`src/rtl/timer_apb_ctrl.sv`:
```
// APB slave control FSM for the timer register file (TDR/TCR/TSR).
// Latches the transfer in SETUP, inserts WAIT_CYCLES wait states, then completes with pready.
module timer_apb_ctrl #(
   parameter int unsigned WAIT_CYCLES = 0
) (
   input  logic       pclk,
   input  logic       preset,
   input  logic       psel,
   input  logic       penable,
   input  logic       pwrite,
   input  logic [7:0] paddr,
   input  logic [7:0] pwdata,
   input  logic [7:0] TDR,
   input  logic [7:0] TCR,
   input  logic [7:0] TSR,
   output logic       pready,
   output logic       pslverr,
   output logic [7:0] prdata,
   output logic [2:0] select_reg,
   output logic       tdr_we,
   output logic       tcr_we,
   output logic [7:0] tsr_clr,
   output logic [7:0] wdata
);

   typedef enum logic {StIdle, StAccess} state_e;

   localparam logic [2:0] WaitInit = 3'(WAIT_CYCLES);

   state_e     state_q;
   logic [2:0] cnt_q;
   logic [7:0] addr_q;
   logic       pwrite_q;
   logic [7:0] wdata_q;
   logic [2:0] sel_q;
   logic       ready_w;
   logic       addr_ok_w;

   function automatic logic [2:0] decode(input logic [7:0] a);
      case (a)
         8'h00:   decode = 3'b001;
         8'h01:   decode = 3'b010;
         8'h02:   decode = 3'b100;
         default: decode = 3'b000;
      endcase
   endfunction

   assign ready_w   = (state_q == StAccess) && (cnt_q == 3'd0) && psel && penable;
   assign addr_ok_w = (addr_q <= 8'h02);

   always_ff @(posedge pclk or posedge preset) begin
      if (preset) begin
         state_q  <= StIdle;
         cnt_q    <= 3'd0;
         addr_q   <= 8'h00;
         pwrite_q <= 1'b0;
         wdata_q  <= 8'h00;
         sel_q    <= 3'b000;
      end else begin
         case (state_q)
            StIdle: begin
               if (psel && !penable) begin
                  addr_q   <= paddr;
                  pwrite_q <= pwrite;
                  wdata_q  <= pwdata;
                  cnt_q    <= WaitInit;
                  sel_q    <= decode(paddr);
                  state_q  <= StAccess;
               end
            end
            StAccess: begin
               // Abort on psel drop; the wait counter runs whether or not penable is high
               if (!psel || ready_w) begin
                  state_q <= StIdle;
               end else if (cnt_q != 3'd0) begin
                  cnt_q <= cnt_q - 3'd1;
               end
            end
            default: state_q <= StIdle;
         endcase
      end
   end

   always_comb begin
      prdata = 8'h00;
      if (ready_w && !pwrite_q) begin
         case (sel_q)
            3'b001:  prdata = TDR;
            3'b010:  prdata = TCR;
            3'b100:  prdata = TSR;
            default: prdata = 8'h00;
         endcase
      end
   end

   assign pready     = ready_w;
   assign pslverr    = ready_w && !addr_ok_w;
   assign select_reg = sel_q;
   assign wdata      = wdata_q;
   assign tdr_we     = ready_w && pwrite_q && sel_q[0];
   assign tcr_we     = ready_w && pwrite_q && sel_q[1];
   assign tsr_clr    = (ready_w && pwrite_q && sel_q[2]) ? wdata_q : 8'h00;

endmodule

```
`config.mk`:
```
export PLATFORM = sky130hd
export DESIGN_NAME = timer_apb_ctrl
export DESIGN_NICKNAME = d
export VERILOG_FILES = /design/src/rtl/timer_apb_ctrl.sv
export SDC_FILE = /design/constraint.sdc
export NUM_CORES = 1
export LEC_CHECK = 0
export CORE_ASPECT_RATIO = 0.5
export CORE_MARGIN = 2
export CORE_UTILIZATION = 39
export CTS_CLUSTER_DIAMETER = 150
export DETAILED_ROUTE_END_ITERATION = 7
export PLACE_DENSITY = 0.83
export SYNTH_ARGS = -nofsm -noshare
export SYNTH_HDL_FRONTEND = slang
export SYNTH_SLANG_ARGS = --single-unit
```
`constraint.sdc`:
```
create_clock -name pclk -period 1.7 [get_ports pclk]
set_input_delay 0.17 -clock pclk [delete_from_list [all_inputs] [get_ports pclk]]
set_output_delay 0.17 -clock pclk [all_outputs]
set_load 0.02 [all_outputs]
```
==> reports/qor.txt <==
Status: complete, but fails checks
Violated checks: negative setup slack
CTS Buffer Depth: 2
Placed cell areas: 0.00228 sq mm
Hpwl dp: 3150 um
GP Congestion: 0.777
Share of layout cells above drive strength 1: 30.2%
H-Tree Depth: 1
Final worst path period need: 1.93 ns
Drt drc: 0
Final setup fails: 19
Worst Skew: 0.00681 ns
Worst relative slew slack: 61.8%
Largest net degree at the start of global routing: 25
Avg Cell Area, Syn: 8.33 sq um
Slowest stage delay, CP: 0.40 ns
Via count: 1,509
Post-route cell area: 0.00249 sq mm
FF-to-FF setup slack: 0.09 ns
Num CTS Buffers: 3
Final WS setup: -0.232 ns
Iteration-0 DRC Markers: 61
Synth Net Count: 214
Final worst-path cycle share: 114%
Dpl cells: 303
First-pass GRT wire length: 6510 um
Startpoint types: register
Reg area: 601 sq um
Multi-input logic area: 820 sq um
P&R area growth vs syn: 79.0%
Die footprint: 0.00409 sq mm
Utilization after layout: 72.9%
DRT Pass-1 Iters: 4
LEAKAGE: 1.15 nW
Pwr/cell area: 571 mW/mm^2
Crit Path Category: reg -> out
Hold-fix buffer count after cts: 0
Vias in the first global route: 1,364
Crit end category: output pin
Crit-path max FO: 8
Clock Latency Late Sink: 0.27 ns
Vias per cell: 4.82
RSZ-0062 raised after global routing: true
Register area share after synthesis: 43.2%
Die X: 88.5 um
Kind of cell adding the most delay to the critical path: flip-flops
Min-delay worst type: in -> async
Max rail drop VDD: 0.000758 V
Worst path required time: 1.53 ns
CP dominant cell by count: ha_4
Yosys reg bits: 24
Num ports: 76
Fin nets: 310
All-Layer GR Usage: 20.8%
FILL cells: 244
CTS tree: done
Setup_tns: -3.85 ns
Total gr overflow: 0
Total Power: 1.42 mW
# Max-Cap Violations: 0
Worst EP arrival: 1.76 ns
FMAX: 0.518 GHz
Yosys synthesis warning count: 0
Routed Antenna Nets: 0
Dpl ws: -0.470 ns
Final std cells w/o fill: 313
Starting Density: 40.7%
Syn Std Cell Area: 0.00139 sq mm
Worst hold margin: 0.241 ns
Buf+Inv Stages, Crit Path: 3
Drt total wl: 4280 um
Chip Height: 46.2 um
Crit-path cells: inv_2 > ha_4 > ha_4 > and4_4 > buf_4 > nand2b_4 > a21oi_2 > buf_6
Tightest Pin Transition: 0.568 ns
Initial antenna violation count: 0
Slowest cell on the critical path: dfrtp_1
Post-synth cell types: 31
Final hold vios: 0
Row Count: 15
Cells after synthesis: 167
Core area: 0.00342 sq mm
Routed wire per std cell: 13.7 um
Ant diodes: 0
Clock slew at reported path FFs: 0.09 ns
Root Driver: clkbuf_8
Max Slew Vio Count: 0
Clk sinks: 24
PortBufs: 75
## tightest hold or removal path, cell delays in order
cell and delay, ns:
clkdlybuf4s50_1 0.39, inv_1 0.05, buf_4 0.29
## layer usage
| layer | global-route usage (%) | up-vias | share of wire [%] |
|---|---|---|---|
| li1 | - | 750 | - |
| met3 | 3.94 | 4 | 7.1 |
| met4 | 2.42 | 0 | 0.77 |
| met2 | 37.9 | 50 | 49 |
| met5 | 0 | - | 0 |
| met1 | 27.0 | 705 | 44 |
## layout by cell type (no fill, tap or decap)
cell type,n
a211oi_1,1
a21boi_1,1
a21boi_4,1
a21oi_2,8
a22o_1,3
a32oi_1,8
and2_4,8
and3_1,1
and3_4,2
and4_4,1
buf_4,31
buf_6,13
clkbuf_8,4
clkdlybuf4s50_1,54
dfrtp_1,24
dlymetal6s2s_1,1
ha_4,2
inv_1,3
inv_2,2
nand2_1,66
nand2_2,1
nand2b_1,1
nand2b_4,2
nand3_1,1
nor2_1,1
nor2b_1,9
nor3_1,1
nor3b_2,1
nor3b_4,1
nor4_1,2
nor4b_1,1
o21ai_1,5
o31ai_2,1
or3b_4,1
## logic make-up (layout without fill, tap and decap cells)
logic type                 Yosys count  count (layout)  synth area share, %
DFF                                 24              24                 43.2
buffers and inverters               13             108                 5.58
AOI/OAI and AO/OA                   28              28                 14.1
and+or+nand+nor                    100             100                 35.3
adders and majority gates            2               2                 1.80
## power breakdown
part,internal [mW],switching (mW)
registers,0.634,0.0458
clock network,0.207,0.181
logic,0.198,0.157
## cell type report
cell class	count	share of cell area, %
flip-flops and latches	24	24.1
inverters	5	0.754
repair buffers	99	37.4
multi-input cells	130	32.9
well taps	51	2.56
clock buffers	4	2.21
## worst paths after layout
path,start,to,cells past startpoint
max reg2reg,cnt_q[0]$_DFFE_PP0P_,cnt_q[2]$_DFFE_PP0P_,9
min in group pclk,pwdata[4],wdata[4]$_DFFE_PP0P_,3
max in group asynchronous,preset,cnt_q[0]$_DFFE_PP0P_,3
max,cnt_q[0]$_DFFE_PP0P_,prdata[0],8
min reg2reg,addr_q[3]$_DFFE_PP0P_,addr_q[3]$_DFFE_PP0P_,2
min,preset,addr_q[1]$_DFFE_PP0P_,3
## synth_stat cells
cell	instances	share of area [%]
and4_4	1	0.81
a211oi_1	1	0.54
and3_1	2	0.90
buf_4	1	0.54
nor4_1	2	0.90
nand2_2	1	0.45
nand2b_1	3	1.3
clkbuf_1	1	0.27
nor4b_1	1	0.63
a21oi_1	8	2.9
nor3_1	1	0.36
a22o_1	3	1.9
nand3_1	1	0.36
or3b_4	1	0.81
buf_1	1	0.27
ha_1	2	1.8
and2_1	8	3.6
buf_2	2	0.72
a32oi_1	8	5.0
dfrtp_1	24	43
nor2_1	1	0.27
inv_1	5	1.3
o21ai_1	5	1.8
a21boi_1	2	1.1
nor2b_1	9	4.0
o31ai_2	1	0.90
nand2_1	66	18
nor3b_2	1	0.90
buf_6	3	2.4
and3_4	1	0.81
nor3b_4	1	1.3
## what timing repair did
item / CTS / global route
buffers inserted: 3 / 3
endpoints found under the setup margin: 20 / 21
gates resized for setup: 125 / 17
pin swaps: 10 / 4
(Power assumes the default switching activity.)
